[src/rtl/dmem_arb_pkg.sv]
// ============================================================================
//  dmem_arb_pkg
//  Shared types and defaults for the data-memory port arbiter.
//  Revision: 1.0
// ============================================================================
`default_nettype none

package dmem_arb_pkg;

    localparam int DMEM_WORD = 32;

    localparam int DEFAULT_MAX_CPU_RUN = 8;

    typedef enum logic [1:0] {
        GNT_NONE = 2'd0,
        GNT_CPU  = 2'd1,
        GNT_HOST = 2'd2
    } gnt_t;

endpackage

`default_nettype wire

[src/rtl/dmem_arb_starve_ctr.sv]
// ============================================================================
//  dmem_arb_starve_ctr
//  Saturating counter of consecutive cpu wins while the host waits.
//  Revision: 1.0
// ============================================================================
`default_nettype none

module dmem_arb_starve_ctr #(
  parameter int MAX   = 8,
  parameter int CNT_W = $clog2(MAX + 1)
) (
  input  logic clk,
  input  logic rst,
  input  logic clear,
  input  logic inc,
  output logic at_max
);

  localparam logic [CNT_W-1:0] C_MAX_CNT = CNT_W'(MAX);

  logic [CNT_W-1:0] cnt_q;
  logic [CNT_W-1:0] cnt_d;

  // Clear wins over increment so a forced host grant always restarts the run.
  always_comb begin
    cnt_d = cnt_q;
    if (clear) begin
      cnt_d = '0;
    end else if (inc && (cnt_q != C_MAX_CNT)) begin
      cnt_d = cnt_q + CNT_W'(1);
    end
  end

  always_ff @(posedge clk or posedge rst) begin
    if (rst) begin
      cnt_q <= '0;
    end else begin
      cnt_q <= cnt_d;
    end
  end

  assign at_max = (cnt_q == C_MAX_CNT);

endmodule

`default_nettype wire

[src/rtl/dmem_arbiter.sv]
// ============================================================================
//  dmem_arbiter
//  Shares the data-memory port between the cpu and a host requester; cpu has
//  fixed priority, the host is forced in after MAX_CPU_RUN straight cpu wins.
//  Optional: DMEM_ARB_STATS_EN adds stall / host-grant statistic counters.
//  Revision: 1.0
// ============================================================================
`default_nettype none

module dmem_arbiter
  import dmem_arb_pkg::*;
#(
  parameter int WORD        = DMEM_WORD,
  parameter int MAX_CPU_RUN = DEFAULT_MAX_CPU_RUN,
  parameter int CNT_W       = $clog2(MAX_CPU_RUN + 1)
) (
  input  logic            clk,
  input  logic            rst,
  input  logic            cpu_req,
  input  logic            cpu_we,
  input  logic [WORD-1:0] cpu_addr,
  input  logic [WORD-1:0] cpu_wdata,
  output logic [WORD-1:0] cpu_rdata,
  output logic            cpu_stall,
  input  logic            host_valid,
  input  logic            host_we,
  input  logic [WORD-1:0] host_addr,
  input  logic [WORD-1:0] host_wdata,
  output logic            host_ready,
  output logic            host_rvalid,
  output logic [WORD-1:0] host_rdata,
  output logic            mem_we,
  output logic [WORD-1:0] mem_addr,
  output logic [WORD-1:0] mem_wdata,
  input  logic [WORD-1:0] mem_rdata
`ifdef DMEM_ARB_STATS_EN
  ,
  output logic [31:0]     stat_stalls,
  output logic [31:0]     stat_host_grants
`endif
);

  gnt_t            w_gnt;
  logic            w_at_max;
  logic            host_rvalid_q;
  logic            host_rvalid_d;
  logic [WORD-1:0] host_rdata_q;
  logic [WORD-1:0] host_rdata_d;

  always_comb begin
    w_gnt = GNT_NONE;
    if (host_valid && (!cpu_req || w_at_max)) begin
      w_gnt = GNT_HOST;
    end else if (cpu_req) begin
      w_gnt = GNT_CPU;
    end
  end

  // Idle cycles park the address/data on the cpu path with the write disabled.
  always_comb begin
    mem_we    = 1'b0;
    mem_addr  = cpu_addr;
    mem_wdata = cpu_wdata;
    case (w_gnt)
      GNT_HOST: begin
        mem_we    = host_we;
        mem_addr  = host_addr;
        mem_wdata = host_wdata;
      end
      GNT_CPU: begin
        mem_we = cpu_we;
      end
      default: ;
    endcase
  end

  assign host_ready = (w_gnt == GNT_HOST);
  assign cpu_stall  = cpu_req & host_ready;
  assign cpu_rdata  = mem_rdata;

  dmem_arb_starve_ctr #(
    .MAX   (MAX_CPU_RUN),
    .CNT_W (CNT_W)
  ) u_starve_ctr (
    .clk    (clk),
    .rst    (rst),
    .clear  (!host_valid || host_ready),
    .inc    (host_valid && (w_gnt == GNT_CPU)),
    .at_max (w_at_max)
  );

  always_comb begin
    host_rvalid_d = host_ready & !host_we;
    host_rdata_d  = host_rvalid_d ? mem_rdata : host_rdata_q;
  end

  always_ff @(posedge clk or posedge rst) begin
    if (rst) begin
      host_rvalid_q <= 1'b0;
      host_rdata_q  <= '0;
    end else begin
      host_rvalid_q <= host_rvalid_d;
      host_rdata_q  <= host_rdata_d;
    end
  end

  assign host_rvalid = host_rvalid_q;
  assign host_rdata  = host_rdata_q;

`ifdef DMEM_ARB_STATS_EN
  logic [31:0] stat_stalls_q;
  logic [31:0] stat_stalls_d;
  logic [31:0] stat_host_grants_q;
  logic [31:0] stat_host_grants_d;

  always_comb begin
    stat_stalls_d      = stat_stalls_q + {31'd0, cpu_stall};
    stat_host_grants_d = stat_host_grants_q + {31'd0, host_ready};
  end

  always_ff @(posedge clk or posedge rst) begin
    if (rst) begin
      stat_stalls_q      <= '0;
      stat_host_grants_q <= '0;
    end else begin
      stat_stalls_q      <= stat_stalls_d;
      stat_host_grants_q <= stat_host_grants_d;
    end
  end

  assign stat_stalls      = stat_stalls_q;
  assign stat_host_grants = stat_host_grants_q;
`endif

endmodule

`default_nettype wire

[config.mk]
export PLATFORM = sky130hd
export DESIGN_NAME = dmem_arbiter
export DESIGN_NICKNAME = d
export VERILOG_FILES = /design/src/rtl/dmem_arb_pkg.sv /design/src/rtl/dmem_arb_starve_ctr.sv /design/src/rtl/dmem_arbiter.sv
export SDC_FILE = /design/constraint.sdc
export NUM_CORES = 1
export LEC_CHECK = 0
export ABC_AREA = 1
export ABC_CLOCK_PERIOD_IN_PS = 3700
export CORE_AREA = 2 2 116 118
export DETAILED_ROUTE_END_ITERATION = 12
export DIE_AREA = 0 0 118 120
export GPL_ROUTABILITY_DRIVEN = 1
export PLACE_DENSITY = 0.65
export SYNTH_ARGS = -nofsm -noshare
export SYNTH_HDL_FRONTEND = slang
export SYNTH_SLANG_ARGS = --single-unit
[constraint.sdc]
create_clock -name clk -period 3.7 [get_ports clk]
set_input_delay 0.37 -clock clk [delete_from_list [all_inputs] [get_ports clk]]
set_output_delay 0.37 -clock clk [all_outputs]
set_load 0.02 [all_outputs]
== Yosys cells after proc, flatten, opt, wreduce, memory -nomap -nowiden ==
Index checks and enable logic that the tools add are counted.

* Word-level logic and storage cells: 26
* Register bits after elaboration: 37
* Output and inout bits: 132
* Memories: 0
* Memory bits (writable): 0
* Bits of input ports: 166
* Latch bits: 0
* Bits in read-only memories: 0

* Multiplexer cells: 7
* Div/mod/pow operators: 0
* Reduce and logical (&&, ||, !) cells: 9
* Add/subtract/negate cells: 1
* Magnitude comparators: 0
* Equality and inequality tests: 4
* Multipliers: 0
* Shift-type cells: 0
* Bitwise operators: 2

{| class="wikitable"
|+ Operator list
! cell !! count
|-
| 2-to-1 mux 32 bit || 2
|-
| 2-to-1 mux 4 bit || 2
|-
| adder 4 x 1 -> 4 bit, second input constant || 1
|-
| == test 4 bit, second input constant || 1
|-
| inequality test 4 bit, second input constant || 1
|-
| logical AND 1 bit || 3
|-
| logical NOT 1 bit || 3
|-
| AND 1 bit || 2
|-
| == test 2 x 1 -> 1 bit, second input constant || 1
|-
| == test 2 bit, second input constant || 1
|-
| logical OR 1 bit || 2
|-
| 2-to-1 mux 2 bit || 1
|-
| one-hot mux 1 bit (2 select lines) || 1
|-
| nonzero test 2 bit || 1
|-
| 2-to-1 mux 1 bit || 1
|}

== Depth between registers and ports, before layout ==
Gate-level depths: netlist of the first run.

* Depth after elaboration: 9
* Mapped depth: 10
* Depth with buffers taken out: 8

== By module ==
Synthesis of the first run repeated with hierarchy kept, for this count alone.

* Cells, all modules: 428
* Area, all modules: 2685.1 um^2

{| class="wikitable"
|+ Modules (own cells, without submodules)
! module !! area an instance (um^2) !! seq. area each (um^2) !! cells each !! times used
|-
| dmem_arbiter || 2447.3 || 825.8 || 396 || 1
|-
| dmem_arb_starve_ctr || 237.7 || 100.1 || 32 || 1
|}

== Worst setup path before layout of the first run ==
Ideal clock, no wire load.

* Path kind: reg-to-output
* Start: register u_starve_ctr.cnt_q[0]
* End: output mem_addr[0]
* Cell stages (with the launch flop): 11
* Data arrival time: 1.382 ns
* Slack: 1.948 ns
* Buffers on the path: 2
* Data required time: 3.330 ns
* Cells stage by stage: dfrtp_1 > inv_1 > ha_1 > nand3_2 > nand2_2 > nand2_2 > inv_2 > buf_6 > buf_4 > nand2_1 > nand2_1

* Longest elaborated chain between the ends: 6

{| class="wikitable"
|+ RTL lines
! item !! line !! RTL
|-
| from (decl) || dmem_arb_starve_ctr.sv:21 || <nowiki>logic [CNT_W-1:0] cnt_q;</nowiki>
|-
| from (signal assigned) || dmem_arb_starve_ctr.sv:38 || <nowiki>cnt_q <= cnt_d;</nowiki>
|-
| == test 4 bit || dmem_arb_starve_ctr.sv:42 || <nowiki>assign at_max = (cnt_q == C_MAX_CNT);</nowiki>
|-
| logical OR 1 bit || dmem_arbiter.sv:52 || <nowiki>if (host_valid && (!cpu_req || w_at_max)) begin</nowiki>
|-
| logical AND 1 bit || dmem_arbiter.sv:52 ||
|-
| 2-to-1 mux 2 bit || dmem_arbiter.sv:52 ||
|-
| == test 2 bit || dmem_arbiter.sv:64 || <nowiki>case (w_gnt)</nowiki>
|-
| 2-to-1 mux 32 bit || dmem_arbiter.sv:64 ||
|-
| to (decl) || dmem_arbiter.sv:33 || <nowiki>output logic [WORD-1:0] mem_addr,</nowiki>
|}

No other way between the ends.

== Final worst setup path of the first run ==
* Start: register u_starve_ctr.cnt_q[0]
* End: output mem_addr[16]

The elaborated chain is that of the path after synthesis.

==> results of run 1 <==
-- routing by layer --
layer | vias to the layer above | GRT usage (%)
li1 | 1751 | -
met4 | 0 | 4.593
met2 | 207 | 30.16
met1 | 1628 | 21.66
met3 | 15 | 4.943
met5 | - | 0
-- logic make-up after synthesis --
group | Yosys count | synth area share [%]
xor+xnor | 2 | 0.6636
fa+ha+maj | 2 | 0.9477
buf+inv | 69 | 16.64
flops | 37 | 35.07
simple gates | 302 | 46.68
-- metrics by stage --
step	instances	total power, W	worst slack, ns
CTS	842	0.001796	0.7465
global placement	834	0.001333	0.8330
floorplan	412	0.0008569	1.948
global route	842	0.001862	0.6140
finish	842	0.001768	0.7678
detailed placement	834	0.001337	0.8330
-- layout by cell type, fill, tap and decap left out, types with 2 or more instances in the layout --
cell | netlist | layout
inv_1 | 7 | 7
ha_1 | 2 | 2
nand2_2 | 2 | 2
clkdlybuf4s50_1 | 0 | 297
clkbuf_8 | 0 | 2
clkbuf_16 | 0 | 5
nand4_1 | 32 | 32
buf_4 | 39 | 7
inv_2 | 2 | 2
dfrtp_1 | 37 | 37
nor2_1 | 5 | 5
nand3_2 | 2 | 2
nand2_1 | 260 | 260
-- flip-flops by register name, indices dropped and copies added, names as in the netlist --
name                cells
host_rdata             32
u_starve_ctr.cnt_q      4
host_rvalid             1
-- final cells by class --
class / instances / area share [%]
sequential: 37 / 16.35
timing repair buffer: 305 / 53.79
multi-input combinational: 306 / 22.52
clock inverter: 1 / 0.08840
tap: 176 / 3.889
clock buffer: 7 / 2.696
inverter: 10 / 0.6630
-- path summary, 6_finish.rpt --
path                       slack (ns)                  start        endpoint
setup / recovery                 0.77  u_starve_ctr.cnt_q[0]    mem_addr[16]
hold / removal                   0.47         host_rdata[31]  host_rdata[31]
setup reg to reg                 1.90  u_starve_ctr.cnt_q[0]  host_rdata[15]
hold reg to reg                  0.47         host_rdata[31]  host_rdata[31]
max in group asynchronous        2.33                    rst   host_rdata[4]
min in group asynchronous        0.62                    rst  host_rdata[24]
-- critical path: cells and delay by family (launching register included) --
family,cells,cell delay (ns)
buffers and inverters,4,1.27
adders and majority gates,1,0.15
DFF,1,0.41
and+or+nand+nor,5,0.44
-- power by group through the flow --
stage / Combinational (W) / Clock (W) / Sequential, W
finish: 0.000830 / 0.000440 / 0.000497
global route: 0.000883 / 0.000472 / 0.000506
CTS: 0.000840 / 0.000458 / 0.000498
detailed placement: 0.000834 / 0 / 0.000503
global placement: 0.000832 / 0 / 0.000501
floorplan: 0.000285 / 0 / 0.000572
==> summary.md, run 1 <==
| Metric | Value |
|---|---|
| Fmax | 341.0 MHz |
| Aggregate routed wire length | 12.99 mm |
| Max-Cap Viols | 0 |
| Worst Hold Path Cells | 2 |
| Total CTS buffers | 5 |
| Routability cong. | approximately 0.94 |
| Antenna-violating nets left | 0 |
| Clock group share of total power | between 20% and 30% |
| Die Ht | 120 um |
| Ys async rst share | between 90% and 100% |
| Layout area overhead | 114.5% |
| Yosys reg bits | 37 |
| Switching power | 0.0005857 W |
| Fin nets | 833 |
| Fin crit share | between 70% and 80% |
| Top post-synthesis cells by area | nand2_1 (37%), dfrtp_1 (35%), buf_4 (11%), nand4_1 (7.6%), buf_2 (1.7%) |
| IO Pins | 298 |
| Post-DP HPWL | a little over 10 mm |
| CP max stage delay | 0.62 ns |
| Final setup fails | 0 |
| Critical path required time | 3.33 ns |
| Post-CTS Resized | 0 |
| Worst path cell trace | inv_1 > ha_1 > nand3_2 > nand2_2 > nand2_2 > inv_2 > buf_12 > nand2_1 > nand2_1 > clkdlybuf4s50_1 |
| ANT cells | 0 |
| Synth warnings | 0 |
| Root Buffer | clkbuf_16 |
| Status | complete, no violations |
| # port buffers | approximately 300 |
| Vias | 3,601 |
| CTS tree | yes |
| Multi-input gate area | roughly 1300 sq um |
| Switching Fraction | 33.14% |
| Cts hold-fix bufs | 0 |
| Largest net degree at the start of global routing | 45 |
| Starting Density | between 20% and 30% |
| Fillcell total | 1,316 |
| Max layer used | met4 |
| DP Area | 5504 sq um |
| Core area | roughly 13,000 sq um |
| Netlist Area Pre-Place | 2640 sq um |
| Power share of the combinational group | 47.0% |
| Pwr dens | 312.2 nW/um^2 |
| RSZ-0062 raised after global routing | false |
| DIE AREA | 14,160 sq um |
| Least-Margin Pin Slew | 0.9714 ns |
| # Post-CTS Setup Buffers | 0 |
| GRT Overall Usage | 17.57% |
| Synthesized instance count | between 400 and 500 |
| CTS max path bufs | 2 |
| Width of the die | ~120 um |
| Share of layout cells above drive strength 1 | 3.303% |
| Primary FF master, synth | dfrtp_1 |
| Setup TNS | 0 ns |
| DRT iter0 DRCs | 260 |
| Hold WS | 0.4664 ns |
| WS Path Type | register to output pin |
| Metal3 WL | approximately 1.1 mm |
| Count of cell types in the netlist | 18 |
| Internal power of the cells | 0.001182 W |
| H-tree lvl count | 2 |
| Vias in the first global route | about 3,600 |
| Row Count | 42 |
| Fin. Hold Viols | 0 |
| Most frequent cell after synthesis | nand2_1 |
| Gr ovfl total | 0 |
| Max-slew headroom | 35.17% |
| Leakage | 2.657 nW |
| Synth Area per Inst | 6.408 sq um |
| FF+latch area | 925.9 sq um |
| CP Data Arrival Time | 2.56 ns |
| Utilization after layout | 43.62% |
| # DRC | 0 |
| CTS Sinks | 37 |
| Net Count, Synth | 580 |
| Crit-path max FO | 44 |
| Final min period | 2.932 ns |
| Met2 wire len | between 6 and 7 mm |
| Setup crit end kind | output pin |
| Post-synth top area share | 36.97% |
| Seq/Total Area, Yosys | 35.07% |
| Worst skew pair latency | 0.28 ns |
| Routed wire per std cell | 15.42 um |
| M1 wire length | 5.344 mm |
| Sequential share of power | 28.1% |
| Synth area leader | nand2_1 |
| Initial antenna violation count | 1 |
| Crit path launch type | register |
| Reg clk slew, reported paths | approximately 0.05 ns |
| Final Max Tran Viols | 0 |
| Pre-antenna DRT Iters | 5 |
| Max VDD drop | about 0.25 mV |
| Number of synthesized flops with an enable pin | 0 |
| Most instantiated cells after synthesis | nand2_1 (260), buf_4 (39), dfrtp_1 (37) |
| Crit-path slowest cell | clkdlybuf4s50_1 |
| Design Area, Final | 5662 sq um |
| Via density | between 4 and 5 |
| Clock Skews | ~0.0017 ns |
| Worst hold path type | register to register |
| Reg2Reg Depth | 9 |
| First-pass GRT wire length | 19.78 mm |
(Power assumes the default switching activity.)
==> run 2: changes to the inputs <==
--- a/config.mk
+++ b/config.mk
@@ -6,7 +6,7 @@
 export NUM_CORES = 1
 export LEC_CHECK = 0
 export ABC_AREA = 1
-export ABC_CLOCK_PERIOD_IN_PS = 3700
+export ABC_CLOCK_PERIOD_IN_PS = 3000
 export CORE_AREA = 2 2 116 118
 export DETAILED_ROUTE_END_ITERATION = 12
 export DIE_AREA = 0 0 118 120
==> constraint.sdc (replaced) <==
create_clock -name clk -period 3 [get_ports clk]
set_input_delay 0.3 -clock clk [delete_from_list [all_inputs] [get_ports clk]]
set_output_delay 0.3 -clock clk [all_outputs]
set_load 0.02 [all_outputs]
==> run 2 against run 1 <==
Net effect:
- critical path depth unchanged
- clock power is 18% higher
- clock-buffer cell count is 1 lower
- die area did not move
- worst hold slack worse by 0.029 ns
- global-route usage up 0.33 points
- routed wire length rose by 1.6%
- non-clock buffer count fell by 1
- flip-flop and latch count did not move
- clock skew is 0.0073 ns higher
- critical endpoint is now mem_wdata[25]
- via count decreased by 1.6%
==> summary.md, run 2 (synthesis gave the netlist of run 1 again) <==
| Metric | Value |
|---|---|
| # DRC | 0 (unchanged) |
| Vias in the first global route | 3,618 (+1.7%) |
| ANT cells | 0 (unchanged) |
| Routability cong. | 0.8931 (-4.6%) |
| Reg clk slew, reported paths | 0.06 ns (about the same) |
| Largest net degree at the start of global routing | 68 (+51%) |
| Row Count | 42 (unchanged) |
| Max FFs per register | 32 (unchanged) |
| DIE AREA | 14,160 sq um (unchanged) |
| FF-to-FF setup slack | 1.50 ns (-0.40 ns) |
| H-tree lvl count | 2 (unchanged) |
| Final Max Tran Viols | 0 (unchanged) |
| Starting Density | 20.34% (unchanged) |
| Final setup fails | 0 (unchanged) |
| Fmax | between 300 and 400 MHz |
| Max-slew headroom | 67.36% (+32 points) |
| Fin. Hold Viols | 0 (unchanged) |
| Power share of the combinational group | 47.5% (+0.5 points) |
| Critical Path End | mem_wdata[25] |
| RSZ-0062 raised after global routing | false |
| Routed wire per std cell | 15.70 um (+1.8%) |
| Antenna-violating nets left | 0 (unchanged) |
| Die Ht | 120 um (unchanged) |
| Max VDD drop | 0.2873 mV (+14%) |
| GRT Overall Usage | 17.90% (+0.33 points) |
| # port buffers | 297 (unchanged) |
| Switching Fraction | 33.66% (+0.53 points) |
| Setup TNS | 0 ns (unchanged) |
| Internal power of the cells | 0.001433 W (+21%) |
| First-pass GRT wire length | 20.22 mm (+2.2%) |
| Clock group share of total power | 24.1% (-0.8 points) |
| Fin nets | 832 (-0.12%) |
| Critical path required time | 2.70 ns (-0.63 ns) |
| Least-Margin Pin Slew | 0.4895 ns (-0.4819 ns) |
| Hold WS | 0.4373 ns (-0.02915 ns) |
| CTS tree | yes |
| Core area | 12,980 sq um (unchanged) |
| # Post-CTS Setup Buffers | 0 (unchanged) |
| Total CTS buffers | 5 (unchanged) |
| Setup crit end kind | output pin |
| Layout area overhead | 114.2% |
| Worst hold path type | input pin to asynchronous set/reset pin |
| Sequential share of power | 28.4% (+0.3 points) |
| Post-DP HPWL | 10.22 mm (-0.26%) |
| CTS Sinks | 37 (unchanged) |
| Pwr dens | 382.0 nW/um^2 (+22%) |
| Worst skew pair latency | 0.28 ns (about the same) |
| Via density | 4.220 (-1.3%) |
| CTS max path bufs | 2 (unchanged) |
| R2r startpoint | u_starve_ctr.cnt_q[0] |
| Pre-antenna DRT Iters | 4 (-1) |
| Fillcell total | 1,339 (+1.7%) |
| RR Endpoint | u_starve_ctr.cnt_q[1] |
| Cts hold-fix bufs | 0 (unchanged) |
| WS Path Type | register to output pin |
| Vias | 3,545 (-1.6%) |
| Max-Cap Viols | 0 (unchanged) |
| Placed Cells | 833 (-0.12%) |
| Commonest non-fill, non-tap cell in the layout | clkdlybuf4s50_1 |
| Aggregate routed wire length | 13.19 mm (+1.6%) |
| Crit path launch type | register |
| Leakage | 2.647 nW (-0.37%) |
| Clock Skews | 0.009055 ns (+0.007342 ns) |
| CP Data Arrival Time | 2.33 ns (-0.23 ns) |
| Root Buffer | clkbuf_16 |
| IO Pins | 298 (unchanged) |
| Switching power | 0.0007272 W (+24%) |
| DRT iter0 DRCs | 213 (-18%) |
| Gr ovfl total | 0 (unchanged) |
| Post-CTS Resized | 0 (unchanged) |
| Final std cells w/o fill | 840 (-0.24%) |
| Initial antenna violation count | 0 (-1) |
| Reg2Reg Depth | 8 (-1) |
| Width of the die | 118 um (unchanged) |
| Crit-path max FO | 65 (+48%) |
| Fin crit share | between 80% and 90% |
| Status | complete, no violations |
| Share of layout cells above drive strength 1 | 3.012% (-0.29 points) |
| Final min period | 2.625 ns |
| Crit path from | u_starve_ctr.cnt_q[0] |
| Highest-count cells in the layout ignoring fill and taps | clkdlybuf4s50_1 (297), nand2_1 (260), dfrtp_1 (37) |
## run 2: changes by cell type in the layout (fill, tap and decap cells not counted), sizes merged
| cell | delta |
|---|---|
| clkinvlp | +1 |
| clkbuf | -1 |
| buf | -1 |
| clkinv | -1 |
## run 2: critical path: stages (launching register included)
cell	delay, ns
dfrtp_1	0.40
inv_1	0.08
ha_1	0.16
nand3_2	0.08
nand2_2	0.09
nand2_2	0.09
inv_2	0.08
buf_12	0.25
nand2_1	0.08
nand2_1	0.08
clkdlybuf4s50_1	0.64
## run 2: worst min path at each step
stage	from	endpoint	slack, ns
3_5_place_dp	host_rdata[24]	host_rdata[24]	0.46
5_1_grt	host_rdata[4]	host_rdata[4]	0.49
4_1_cts	rst	host_rdata[22]	0.46
2_1_floorplan	mem_rdata[19]	host_rdata[19]	0.45
6_report	rst	host_rdata[22]	0.44
3_3_place_gp	host_rdata[18]	host_rdata[18]	0.45
## run 2: area by class of cell
cell class,count,area (sq um),area share [%]
inverters,10,37.54,0.6637
multi-input cells,306,1275,22.54
flip-flops and latches,37,925.9,16.37
well taps,176,220.2,3.894
clock buffers,6,138.9,2.456
repair buffers,304,3050,53.94
clock inverters,1,7.507,0.1327
## run 2: power groups by stage
stage | Combinational (W) | Clock, W | Sequential, W
floorplan | 0.000351 | 0 | 0.000706
global placement | 0.00103 | 0 | 0.000617
detailed placement | 0.00103 | 0 | 0.000621
CTS | 0.00104 | 0.000543 | 0.000615
global route | 0.00109 | 0.000558 | 0.000622
finish | 0.00103 | 0.000520 | 0.000614
## run 2: metrics by stage
step                      instance area (sq um)  setup WS (ns)  utilization [%]  power [W]
after global routing                       5655         0.2094            43.57   0.002274
after CTS                                  5655         0.3442            43.57   0.002196
final                                      5655         0.3746            43.57   0.002160
after detailed placement                   5509         0.4699            42.44   0.001653
after floorplan                            2640          1.318                -   0.001057
after global placement                     5509         0.4753            42.44   0.001648
## run 2: routing by layer
| metal | up-vias | wire, um | track usage, % |
|---|---|---|---|
| met5 | - | 0 | 0 |
| met4 | 0 | 208 | 4.970 |
| met3 | 14 | 1169 | 5.038 |
| met2 | 201 | 6550 | 31.36 |
| met1 | 1582 | 5260 | 21.43 |
| li1 | 1748 | - | - |
